===== src/rtl/poci_uart.sv =====
// APB-style UART: zero-wait-state register slave with a TX FIFO and 8N1 TX/RX engines.
// DATA/STATUS/DIV decoded on paddr[3:2]; bit period is programmable in pclk cycles.
module poci_uart #(
  parameter int DIV_RESET = 208,
  parameter int TX_DEPTH  = 8
) (
  input  logic        pclk,
  input  logic        reset,
  input  logic        bus_psel,
  input  logic        bus_penable,
  input  logic        bus_pwrite,
  input  logic [31:0] bus_paddr,
  input  logic [31:0] bus_pwdata,
  output logic [31:0] bus_prdata,
  output logic        bus_pready,
  output logic        bus_pslverr,
  output logic        txd,
  input  logic        rxd
);

  localparam int AW = $clog2(TX_DEPTH);
  localparam int CW = AW + 1;
  localparam logic [CW-1:0] FULL_CNT = CW'(TX_DEPTH);

  typedef enum logic [1:0] {S_IDLE, S_START, S_DATA, S_STOP} state_e;
  typedef enum logic [1:0] {REG_DATA, REG_STATUS, REG_DIV, REG_RSVD} reg_e;

  logic          access, wr_en, rd_data;
  reg_e          reg_sel;
  logic [15:0]   div_q, div_d;
  logic [7:0]    fifo_mem [TX_DEPTH];
  logic [AW-1:0] wr_ptr_q, rd_ptr_q;
  logic [CW-1:0] count_q, count_d;
  logic          push, tx_pop, tx_full, tx_empty, tx_busy;

  state_e        tx_state_q;
  logic [15:0]   tx_cnt_q, tx_div_q;
  logic [2:0]    tx_bit_q;
  logic [7:0]    tx_shift_q;
  logic          txd_q, tx_bit_end;

  state_e        rx_state_q;
  logic          rx_s1_q, rx_s2_q, rx_prev_q;
  logic [15:0]   rx_cnt_q, rx_div_q;
  logic [2:0]    rx_bit_q;
  logic [7:0]    rx_shift_q, rx_data_q;
  logic          rx_valid_q, rx_overrun_q;
  logic          rx_half_end, rx_bit_end, rx_done;

  logic unused_bits;
  assign unused_bits = ^{bus_paddr[31:4], bus_paddr[1:0], bus_pwdata[31:16]};

  assign bus_pready  = 1'b1;
  assign bus_pslverr = 1'b0;
  assign txd         = txd_q;

  assign access  = bus_psel & bus_penable;
  assign wr_en   = access & bus_pwrite;
  assign reg_sel = reg_e'(bus_paddr[3:2]);
  assign rd_data = access & ~bus_pwrite & (reg_sel == REG_DATA);

  assign tx_full    = (count_q == FULL_CNT);
  assign tx_empty   = (count_q == '0);
  assign tx_busy    = (tx_state_q != S_IDLE);
  assign push       = wr_en & (reg_sel == REG_DATA) & ~tx_full;
  assign tx_bit_end = (tx_cnt_q == tx_div_q - 16'd1);
  // A pop is only possible when idle or at the very end of a stop bit (back-to-back frames).
  assign tx_pop     = ~tx_empty & ((tx_state_q == S_IDLE) | ((tx_state_q == S_STOP) & tx_bit_end));

  assign rx_half_end = (rx_cnt_q == (rx_div_q >> 1) - 16'd1);
  assign rx_bit_end  = (rx_cnt_q == rx_div_q - 16'd1);
  assign rx_done     = (rx_state_q == S_STOP) & rx_bit_end & rx_s2_q;

  // NOTE: every signal driven in always_comb gets a default first, so no latch is inferred.
  always_comb begin
    bus_prdata = '0;
    if (access) begin
      case (reg_sel)
        REG_DATA:   bus_prdata = {24'd0, rx_data_q};
        REG_STATUS: bus_prdata = {27'd0, rx_overrun_q, rx_valid_q, tx_busy, tx_empty, tx_full};
        REG_DIV:    bus_prdata = {16'd0, div_q};
        default:    bus_prdata = '0;
      endcase
    end
  end

  always_comb begin
    div_d = div_q;
    if (wr_en && reg_sel == REG_DIV)
      div_d = (bus_pwdata[15:0] < 16'd4) ? 16'd4 : bus_pwdata[15:0];
    count_d = count_q;
    case ({push, tx_pop})
      2'b10:   count_d = count_q + CW'(1);
      2'b01:   count_d = count_q - CW'(1);
      default: count_d = count_q;
    endcase
  end

  // NOTE: FIFO storage is not reset; the pointers and count alone define its contents.
  always_ff @(posedge pclk) begin
    if (push) fifo_mem[wr_ptr_q] <= bus_pwdata[7:0];
  end

  // NOTE: sequential state uses non-blocking assignments only.
  always_ff @(posedge pclk) begin
    if (reset) begin
      div_q      <= 16'(DIV_RESET);
      count_q    <= '0;
      wr_ptr_q   <= '0;
      rd_ptr_q   <= '0;
      tx_state_q <= S_IDLE;
      txd_q      <= 1'b1;
      tx_cnt_q   <= '0;
      tx_div_q   <= 16'(DIV_RESET);
      tx_bit_q   <= '0;
      tx_shift_q <= '0;
    end else begin
      div_q    <= div_d;
      count_q  <= count_d;
      tx_cnt_q <= tx_cnt_q + 16'd1;
      if (push) wr_ptr_q <= wr_ptr_q + AW'(1);
      if (tx_pop) begin
        rd_ptr_q   <= rd_ptr_q + AW'(1);
        tx_state_q <= S_START;
        txd_q      <= 1'b0;
        tx_cnt_q   <= '0;
        tx_div_q   <= div_q;
        tx_shift_q <= fifo_mem[rd_ptr_q];
      end else begin
        case (tx_state_q)
          S_IDLE: txd_q <= 1'b1;
          S_START: if (tx_bit_end) begin
            tx_state_q <= S_DATA;
            txd_q      <= tx_shift_q[0];
            tx_cnt_q   <= '0;
            tx_bit_q   <= '0;
          end
          S_DATA: if (tx_bit_end) begin
            tx_cnt_q <= '0;
            if (tx_bit_q == 3'd7) begin
              tx_state_q <= S_STOP;
              txd_q      <= 1'b1;
            end else begin
              tx_bit_q   <= tx_bit_q + 3'd1;
              tx_shift_q <= tx_shift_q >> 1;
              txd_q      <= tx_shift_q[1];
            end
          end
          S_STOP: if (tx_bit_end) tx_state_q <= S_IDLE;
          default: tx_state_q <= S_IDLE;
        endcase
      end
    end
  end

  always_ff @(posedge pclk) begin
    if (reset) begin
      rx_s1_q      <= 1'b1;
      rx_s2_q      <= 1'b1;
      rx_prev_q    <= 1'b1;
      rx_state_q   <= S_IDLE;
      rx_cnt_q     <= '0;
      rx_div_q     <= 16'(DIV_RESET);
      rx_bit_q     <= '0;
      rx_shift_q   <= '0;
      rx_data_q    <= '0;
      rx_valid_q   <= 1'b0;
      rx_overrun_q <= 1'b0;
    end else begin
      rx_s1_q   <= rxd;
      rx_s2_q   <= rx_s1_q;
      rx_prev_q <= rx_s2_q;
      rx_cnt_q  <= rx_cnt_q + 16'd1;
      case (rx_state_q)
        S_IDLE: if (rx_prev_q && !rx_s2_q) begin
          rx_state_q <= S_START;
          rx_cnt_q   <= '0;
          rx_div_q   <= div_q;
        end
        S_START: if (rx_half_end) begin
          rx_cnt_q   <= '0;
          rx_bit_q   <= '0;
          rx_state_q <= rx_s2_q ? S_IDLE : S_DATA;
        end
        S_DATA: if (rx_bit_end) begin
          rx_cnt_q   <= '0;
          rx_shift_q <= {rx_s2_q, rx_shift_q[7:1]};
          rx_bit_q   <= rx_bit_q + 3'd1;
          if (rx_bit_q == 3'd7) rx_state_q <= S_STOP;
        end
        S_STOP: if (rx_bit_end) rx_state_q <= S_IDLE;
        default: rx_state_q <= S_IDLE;
      endcase
      if (wr_en && reg_sel == REG_STATUS && bus_pwdata[4]) rx_overrun_q <= 1'b0;
      // A read landing on the completion cycle hands the slot straight to the new byte.
      if (rx_done && (!rx_valid_q || rd_data)) begin
        rx_data_q  <= rx_shift_q;
        rx_valid_q <= 1'b1;
      end else if (rx_done) begin
        rx_overrun_q <= 1'b1;
      end else if (rd_data) begin
        rx_valid_q <= 1'b0;
      end
    end
  end

endmodule


===== config.mk =====
export PLATFORM = sky130hd
export DESIGN_NAME = poci_uart
export DESIGN_NICKNAME = d
export VERILOG_FILES = /design/src/rtl/poci_uart.sv
export SDC_FILE = /design/constraint.sdc
export NUM_CORES = 1
export LEC_CHECK = 0
export CAP_MARGIN = 20
export CORE_ASPECT_RATIO = 0.75
export CORE_MARGIN = 2
export CORE_UTILIZATION = 53
export DETAILED_ROUTE_END_ITERATION = 16
export PLACE_DENSITY_LB_ADDON = 0.15
export SYNTH_ARGS = -nofsm -noshare
export SYNTH_HDL_FRONTEND = slang
export SYNTH_SLANG_ARGS = --single-unit

===== constraint.sdc =====
create_clock -name pclk -period 9.9 [get_ports pclk]
set_input_delay 2.97 -clock pclk [delete_from_list [all_inputs] [get_ports pclk]]
set_output_delay 2.97 -clock pclk [all_outputs]
set_load 0.01 [all_outputs]

==> run summary <==
Outcome: complete, no violations
Final net count: 1125
Mapped Avg Cell Area: 9.58 sq um
Final Critical Period: 8.39 ns
End point of the critical path: bus_prdata[11]
Root Driver: clkbuf_16
Vias in the first global route: 6497
Final Wtd Congestion: 0.869
RR Startpoint: tx_div_q[0]
Synth area leaders: dfxtp_1 27%, edfxtp_1 19%, xnor2_1 5.0%
CTS max path bufs: 2
Maxcap violations: 0
DR vias/cell: 5.57
Critical Path Source Type: input pin
Final Util: 0.593
Most frequent cells in the layout: 133 x dfxtp_1, 131 x nand2_1, 104 x nor2_1
Largest net degree at the start of global routing: 67
Critical Path RT: 6.93 ns
Postcts setup bufs: 0
Synthesized area: 9890 sq um
Tightest Hold Check Type: reg -> reg
Die area: 19800 sq um
Post-route ant nets: 0
Reg2reg end: count_q[2]
IO Count: 105
Crit. Startpoint: bus_paddr[3]
Gate Count Post-Synth: 1032
Pwr per Cell Area: 189 nW/um^2
Max incr delay on CP: 0.85 ns
Initial Utilization: 0.537
Slew @ Worst Pin: 0.886 ns
Final setup vio count: 0
Post-synth EDFFs: 64
WP data arrival: 5.42 ns
N_diodes: 0
Share of cells above drive strength 1: 0.0754
Total Wirelength: 21.5 mm
DRT iter0 DRCs: 578
Post-CTS sizing: 0
GR Util All Layers: 0.229
Pins Over Slew Limit: 0
Worst-path clk slew: 0.07 ns
Crit-path max FO: 12
Routed WL per cell: 16.6 microns
Worst-Skew Late Latency: 0.44 ns
RSZ-0062 raised after global routing: no
TritonCTS buffer count: 17
Top-area cell type share of the netlist area: 0.269
Yosys warns: 0
Leak: 3.71 nW
CTS tree: built
Setup CP Type: in -> out
Fin Setup TNS: 0 ns
Core ar.: 18400 sq um
Number of detailed-route iterations in the first pass: 8
PortBufs: 40
Remaining DRCs: 0
Maximum vdd drop: 0.135 mV
Clock skew: 0.00985 ns
Initial antenna violation count: 0
Worst slew margin: 0.405
Final worst path period share: 0.847
Final hold violation count: 0
Hold_buf cts: 0
Worst r2r path cells: 17
Post-synthesis register bit count: 197
Row cnt: 43
Area leader, netlist: dfxtp_1
Async set-reset flop share out of synthesis: 0
First-pass GRT wire length: 35.3 mm
DP HPWL: 15.4 mm
Routed via count: 7208
Worst R2R Setup Slack: 5.37 ns
GR Overflow Total: 0
Most common cell after layout, fill and taps aside: dfxtp_1
Htree depth: 4
Die Y: 122 microns
Seq/Total Area, Yosys: 0.464
Worst-path cell chain: clkdlybuf4s50_1 > inv_1 > nor2_1 > and2_1 > clkdlybuf4s50_1
Most used cell, CP: clkdlybuf4s50_1
Area Overhead vs Synth: 10.3%
# clock sinks: 197
Slowest cell on crit path: clkdlybuf4s50_1
Synth unique cells: 71
Achievable frequency: 119 MHz
Synth Flop Type: dfxtp_1
Crit. End Element: primary output
Die W: 162 microns
Yosys cell counts, drive strengths merged, types with 13 or more instances:
library cell / number
dfxtp: 133
nand2: 131
nor2: 105
a21oi: 66
edfxtp: 64
xnor2: 57
clkbuf: 48
nand3: 37
buf: 36
xor2: 36
mux2i: 33
ha: 20
nor3: 19
o21ai: 19
a211oi: 18
inv: 18
nor4: 18
mux4: 16
nand3b: 16
nand4: 16
nor2b: 13
how the worst min path moves through the flow:
stage / startpoint / to / slack, ns / cells past startpoint
detailed placement: rx_s1_q / rx_s2_q / 0.40 / 1
floorplan: rx_s1_q / rx_s2_q / 0.39 / 1
CTS: rx_s1_q / rx_s2_q / 0.42 / 1
global route: rx_s1_q / rx_s2_q / 0.44 / 1
global placement: rx_s1_q / rx_s2_q / 0.39 / 1
finish: rx_s1_q / rx_s2_q / 0.42 / 1
metrics by stage:
stage / area [sq um] / worst slack (ns) / hold WS (ns) / cells / total power, mW
after floorplan: 9950 / 3.03 / 0.389 / 1048 / 1.29
after global placement: 10300 / 1.50 / 0.395 / 1262 / 1.41
after detailed placement: 10300 / 1.48 / 0.398 / 1262 / 1.41
after CTS: 10900 / 1.49 / 0.418 / 1294 / 2.06
after global routing: 10900 / 1.40 / 0.445 / 1295 / 2.17
final: 10900 / 1.51 / 0.417 / 1295 / 2.06
power by group:
part           total, mW  switching [mW]  internal (mW)  leakage, nW
sequential         0.922          0.0494          0.872         1.65
combinational      0.479           0.296          0.183         1.79
clock              0.656           0.300          0.356        0.266
cells by family (layout without fill, tap and decap cells):
kind of cell               Yosys count  count (layout)  synth area share
other                                2              18          0.000760
adders and majority gates           20              20            0.0253
AOI/OAI and AO/OA                  151             151            0.0957
muxes                               51              51            0.0721
and+or+nand+nor                    415             415             0.211
buffers and inverters              103             103            0.0494
xor gates and xnor gates            93              93            0.0824
DFF                                197             197             0.464
flip-flops by register name, summed over array words and instances, names as in the netlist, 2 cells and up, named ones only:
signal,cells
fifo_mem,64
rx_data_q,8
rd_ptr_q,3
tx_state_q,2
wr_ptr_q,3
div_q,16
rx_div_q,16
tx_bit_q,3
tx_div_q,16
rx_cnt_q,16
tx_cnt_q,16
tx_shift_q,8
rx_shift_q,8
rx_bit_q,3
count_q,4
worst max-delay path, delay by kind of cell:
kind,cells,cell delay (ns)
AND/OR/NAND/NOR,2,0.87
buffers and inverters,3,1.58
metal layers:
metal	share of wire	global-route usage
met2	0.42	0.329
met4	0.012	0.0664
met1	0.52	0.357
met5	0	0
met3	0.040	0.0375
final cells by class:
cell class / count / area (sq um)
clock inverter: 10 / 96.3
tap: 247 / 309
multi-input combinational: 748 / 4880
timing repair buffer: 52 / 508
sequential: 197 / 4580
inverter: 19 / 71.3
clock buffer: 22 / 454
fill: 1615 / 7500
(Power assumes the default switching activity.)
